[config.mk]
export PLATFORM = sky130hd
export DESIGN_NAME = seq_gen_multi
export DESIGN_NICKNAME = d
export VERILOG_FILES = /design/src/rtl/seq_gen_pkg.sv /design/src/rtl/seq_table.sv /design/src/rtl/seq_gen_multi.sv
export SDC_FILE = /design/constraint.sdc
export NUM_CORES = 1
export LEC_CHECK = 0
export CAP_MARGIN = 20
export CELL_PAD_IN_SITES_DETAIL_PLACEMENT = 1
export CELL_PAD_IN_SITES_GLOBAL_PLACEMENT = 1
export CORE_MARGIN = 2
export CORE_UTILIZATION = 50
export DETAILED_ROUTE_END_ITERATION = 12
export PLACE_DENSITY = 0.9
export SKIP_CTS_REPAIR_TIMING = 1
export SKIP_LAST_GASP = 1
export SLEW_MARGIN = 20
export SYNTH_ARGS = -nofsm -noshare
export SYNTH_HDL_FRONTEND = slang
export SYNTH_HIERARCHICAL = 1
export SYNTH_SLANG_ARGS = --single-unit
[constraint.sdc]
create_clock -name clk -period 6.4 [get_ports clk]
set_clock_uncertainty 0.15 [all_clocks]
set_input_delay 1.28 -clock clk [delete_from_list [all_inputs] [get_ports clk]]
set_output_delay 1.28 -clock clk [all_outputs]
set_load 0.03 [all_outputs]
[src/rtl/seq_gen_pkg.sv]
// Shared types and helpers for the programmable sequence generator.
package seq_gen_pkg;

  typedef enum logic [1:0] {
    IDLE  = 2'd0,
    RUN   = 2'd1,
    PAUSE = 2'd2
  } state_t;

  localparam logic MODE_ONESHOT = 1'b0;
  localparam logic MODE_LOOP    = 1'b1;

  // Requested last index may exceed the table; stream at most the whole table.
  function automatic int unsigned clamp_last(input int unsigned len, input int unsigned depth);
    return (len > depth - 1) ? depth - 1 : len;
  endfunction

endpackage

[src/rtl/seq_table.sv]
// DEPTH x DATA_W register file: async reset to a common value, one write port,
// one combinational read port.
module seq_table
  import seq_gen_pkg::*;
#(
  parameter int                DATA_W = 8,
  parameter int                DEPTH  = 8,
  parameter int                AW     = $clog2(DEPTH),
  parameter logic [DATA_W-1:0] INIT_W = '0
) (
  input  logic              clk,
  input  logic              rst,
  input  logic              we,
  input  logic [AW-1:0]     waddr,
  input  logic [DATA_W-1:0] wdata,
  input  logic [AW-1:0]     raddr,
  output logic [DATA_W-1:0] rdata
);

  logic [DATA_W-1:0] mem [DEPTH];

  always_ff @(posedge clk or posedge rst) begin
    if (rst) begin
      for (int i = 0; i < DEPTH; i++) begin
        mem[i] <= INIT_W;
      end
    end else if (we) begin
      mem[waddr] <= wdata;
    end
  end

  assign rdata = mem[raddr];

endmodule

[src/rtl/seq_gen_multi.sv]
// Programmable sequence generator: streams table[0..last] over valid/ready,
// one-shot or looping, with pause, abort, done pulse and saturating wrap count.
module seq_gen_multi
  import seq_gen_pkg::*;
#(
  parameter int          DATA_W   = 8,
  parameter int          DEPTH    = 8,
  parameter logic [7:0]  INIT_VAL = 8'hAF,
  parameter int          CNT_W    = 16,
  localparam int         AW       = $clog2(DEPTH)
) (
  input  logic              clk,
  input  logic              rst,
  input  logic              enable,
  input  logic              start,
  input  logic              abort,
  input  logic              mode,
  input  logic [AW-1:0]     len_last,
  input  logic              cfg_we,
  input  logic [AW-1:0]     cfg_addr,
  input  logic [DATA_W-1:0] cfg_wdata,
  output logic              cfg_err,
  output logic              out_valid,
  input  logic              out_ready,
  output logic [DATA_W-1:0] out_data,
  output logic              busy,
  output logic              done,
  output logic [CNT_W-1:0]  wraps
);

  localparam logic [DATA_W-1:0] INIT_W   = DATA_W'(INIT_VAL);
  localparam logic [AW:0]       LAST_IDX = (AW+1)'(DEPTH - 1);
  localparam logic [CNT_W-1:0]  WRAP_MAX = '1;

  state_t              state, state_nxt;
  logic [AW-1:0]       idx, idx_nxt;
  logic [AW-1:0]       last, last_nxt;
  logic                mode_q, mode_nxt;
  logic                out_valid_nxt, done_nxt, cfg_err_nxt, busy_nxt;
  logic [DATA_W-1:0]   out_data_nxt;
  logic [CNT_W-1:0]    wraps_nxt;
  logic                wr_ok, xfer, at_last;
  logic [AW-1:0]       rd_addr;
  logic [DATA_W-1:0]   rd_data, rd_word;

  assign xfer    = out_valid && out_ready;
  assign at_last = (idx == last);
  assign wr_ok   = cfg_we && (state == IDLE) && ({1'b0, cfg_addr} <= LAST_IDX);
  assign rd_addr = (state == IDLE || at_last) ? '0 : idx + 1'b1;

  // A write landing on the same edge as start must already be visible in the first word.
  assign rd_word = (wr_ok && (cfg_addr == rd_addr)) ? cfg_wdata : rd_data;

  seq_table #(
    .DATA_W (DATA_W),
    .DEPTH  (DEPTH),
    .AW     (AW),
    .INIT_W (INIT_W)
  ) u_table (
    .clk   (clk),
    .rst   (rst),
    .we    (wr_ok),
    .waddr (cfg_addr),
    .wdata (cfg_wdata),
    .raddr (rd_addr),
    .rdata (rd_data)
  );

  always_comb begin
    state_nxt     = state;
    idx_nxt       = idx;
    last_nxt      = last;
    mode_nxt      = mode_q;
    out_valid_nxt = out_valid;
    out_data_nxt  = out_data;
    wraps_nxt     = wraps;
    done_nxt      = 1'b0;
    cfg_err_nxt   = cfg_we && !wr_ok;
    if (abort) begin
      state_nxt     = IDLE;
      out_valid_nxt = 1'b0;
    end else begin
      unique case (state)
        IDLE: begin
          if (start) begin
            mode_nxt      = mode;
            last_nxt      = AW'(clamp_last(32'(len_last), DEPTH));
            idx_nxt       = '0;
            wraps_nxt     = '0;
            out_data_nxt  = rd_word;
            out_valid_nxt = 1'b1;
            state_nxt     = RUN;
          end
        end
        RUN: begin
          if (xfer) begin
            if (at_last && (mode_q == MODE_ONESHOT)) begin
              state_nxt     = IDLE;
              out_valid_nxt = 1'b0;
              done_nxt      = 1'b1;
            end else begin
              idx_nxt      = at_last ? '0 : idx + 1'b1;
              out_data_nxt = rd_word;
              if (at_last && (wraps != WRAP_MAX)) begin
                wraps_nxt = wraps + 1'b1;
              end
              if (!enable) begin
                state_nxt     = PAUSE;
                out_valid_nxt = 1'b0;
              end
            end
          end
        end
        PAUSE: begin
          if (enable) begin
            state_nxt     = RUN;
            out_valid_nxt = 1'b1;
          end
        end
        default: begin
          state_nxt     = IDLE;
          out_valid_nxt = 1'b0;
        end
      endcase
    end
    busy_nxt = (state_nxt != IDLE);
  end

  always_ff @(posedge clk or posedge rst) begin
    if (rst) begin
      state <= IDLE;
    end else begin
      state <= state_nxt;
    end
  end

  always_ff @(posedge clk or posedge rst) begin
    if (rst) begin
      idx       <= '0;
      last      <= '0;
      mode_q    <= MODE_ONESHOT;
      out_valid <= 1'b0;
      out_data  <= INIT_W;
      busy      <= 1'b0;
      done      <= 1'b0;
      cfg_err   <= 1'b0;
      wraps     <= '0;
    end else begin
      idx       <= idx_nxt;
      last      <= last_nxt;
      mode_q    <= mode_nxt;
      out_valid <= out_valid_nxt;
      out_data  <= out_data_nxt;
      busy      <= busy_nxt;
      done      <= done_nxt;
      cfg_err   <= cfg_err_nxt;
      wraps     <= wraps_nxt;
    end
  end

endmodule

==> out/results.tsv <==
metric	value	unit
RePlAce Congestion	0.813	
area grow syn2layout	13.7	%
initial antenna violation count	0	
startpoint types	register	
CP Max Fanout	16	
Mapped Cells	415	
simple-gate share of the synthesized area	13.0	%
Finished Layout Cells	598	
top_reg_cell synth	dfstp_2	
final hold violation count	0	
Residual DRC	0	
final setup vio count	0	
most common cell in the netlist	mux2_2	
share of layout cells above drive strength 1	35.5	%
DP Cell Count	583	
row count	37	
total grt overflow	0	
nets@finish	482	
worst slew pin tran	1050	ps
Post-Syn Nets	439	
ranking of synthesized cells by area	dfstp_2 27%, dfrtp_1 22%, mux2_2 16%, mux4_1 7.5%, nand2_1 2.1%	
min Tclk post-route	3650	ps
GRT Total Usage	24.2	%
Routed WL per cell	21.4	um
leakage	2.31	nW
Initial DRC Count	84	
# H-tree levels	3	
Die ar.	11400	um2
first-pass GRT wire length	21.1	mm
fin util	58.4	%
Hold WC Path Type	register to register	
clk sinks	101	
post-route setup TNS	0	ps
top cell type by total area after synthesis	dfstp_2	
fmax	274	MHz
mux contribution to synthesized area	24.4	%
hold path start	out_data[7]	
Synth Cell Area	5280	um2
Reg2Reg Depth	8	
Cell Area, Placed	5820	um2
Unique masters post-synth	53	
clock root buffer	clkbuf_8	
WHS Endpoint	out_data[7]	
clock-pin slew on the worst setup and hold paths	90	ps
Final Instance Area	6000	um2
Avg Cell Area, Syn	12.7	um2
PortBufs	49	
ant diodes	0	
Via Count	3662	
EDFF count, synth	0	
Routed Antenna Nets	0	
slew margin rel.	30.1	%
endpoint class of the critical path	register	
Commonest cells post-synth	73 x mux2_2, 54 x dfstp_2, 47 x dfrtp_1, 29 x nand2_1, 22 x nor2_1	
run status	finished clean	
Ports	50	
Die W	107	um
largest family of logic cells by synthesized area	multiplexers	
Worst-Skew Late Latency	380	ps
worst vdd ir	0.175	mV
Via density	6.12	
pin count of the biggest net entering global routing	65	
CP arrival	3790	ps
Worst R2R Start	idx[0]	
reg2reg setup slack	2750	ps
Final Cycle Share	57.0	%
buffer levels on the longest clock path	2	
DRT Wirelength	12.8	mm
core box area	10300	um2
top cell type's share of synthesized area	26.9	%
CTS buffer count	9	
die height	107	um
XOR/XNOR Fraction of Synth Area	0.972	%
TritonCTS clock tree	done	
sequential-to-total area share from yosys stat	49.2	%
adder-cell area share of the yosys netlist	0.474	%
Final Max Tran Viols	0	
Synth Area in Compound Gates	8.04	%
RSZ-0062 raised after global routing	false	
Yosys warning count	6	
first drt pass iteration count	4	
Starting Density	51.4	%
post-DP HPWL	8.94	mm
CP Class	register to register	
MaxCap Viol Count	0	
RR Endpoint	out_data[7]	
critical path required time	6540	ps
Tot Pwr	0.00187	W
PD cells	311	nW/um2
vias in the first global route	4104	
ys async rst share	100	%
number of synthesized register bits	101	
hold path depth	2	
[critical path, cell delays in order (launching register included)]
cell      delay, ps
dfrtp_1         510
xnor2_2         200
and3_1          260
or2_2           380
nor2_2          780
mux4_1          660
mux2_2          310
a221oi_2        190
o41ai_1         110
[flip-flops by register name, summed over array words and instances (netlist names)]
| signal | count |
|---|---|
| busy | 1 |
| cfg_err | 1 |
| done | 1 |
| idx | 3 |
| last | 3 |
| mode_q | 1 |
| out_data | 8 |
| out_valid | 1 |
| state | 2 |
| u_table/mem | 64 |
| wraps | 16 |
[worst max path at each step]
stage                      endpoint        start  cells past startpoint  slack, ps
floorplan           u_table/mem[12]          rst                      1       3450
global placement        out_data[7]  cfg_addr[2]                      6       2850
detailed placement      out_data[7]  cfg_addr[2]                      6       2710
CTS                     out_data[7]       idx[0]                      8       2730
global route            out_data[7]       idx[0]                      8       2570
finish                  out_data[7]       idx[0]                      8       2750
[power by group]
part	total, W	switching, W	internal (W)
Combinational	0.000536	0.000268	0.000268
Sequential	0.000945	0.0000953	0.000849
Clock	0.000388	0.000221	0.000168
[cell usage in the layout (no fill, tap or decap), drive strengths merged, types with 3 or more instances in the layout]
cell and count:
a31oi 7, or3 3, inv 8, nor3 7, nor2 22, mux2i 5, clkbuf 12, nand2 29
nor4bb 3, nand3 8, nand2b 6, xnor2 5, clkdlybuf4s50 49, dfrtp 47, or4 9, mux2 73
o31ai 9, a21oi 20, nand4 7, and3 3, mux4 16, dfstp 54, nand4b 4, nor4 6
o21ai 14, nor2b 3, buf 7
[cell type report]
type                       count  area [um2]
fill                        1043        4280
sequential                   101        2590
multi-input combinational    283        2480
timing repair buffer          56         543
tap                          136         170
clock buffer                  12         156
clock inverter                 3        28.8
inverter                       7        26.3
[logic make-up after synthesis]
group	after synthesis
simple gates	120
flops	101
mux	94
compound gates	62
buf+inv	31
xor+xnor	5
fa+ha+maj	2
[layer usage]
metal  global-route usage (%)  wire length (um)  vias to the layer above
met2                     45.3              7080                       81
met3                     4.38               488                       23
met1                     27.9              4980                     1913
met4                     7.79               265                        0
li1                         -                 -                     1645
met5                        0                 0                        -
[per-stage QoR]
step	hold WS (ps)	setup slack, ps
after global routing	368	2570
after CTS	354	2730
after floorplan	317	3450
after detailed placement	340	2710
after global placement	328	2850
final	355	2750
Power figures use the tool's default switching activity.
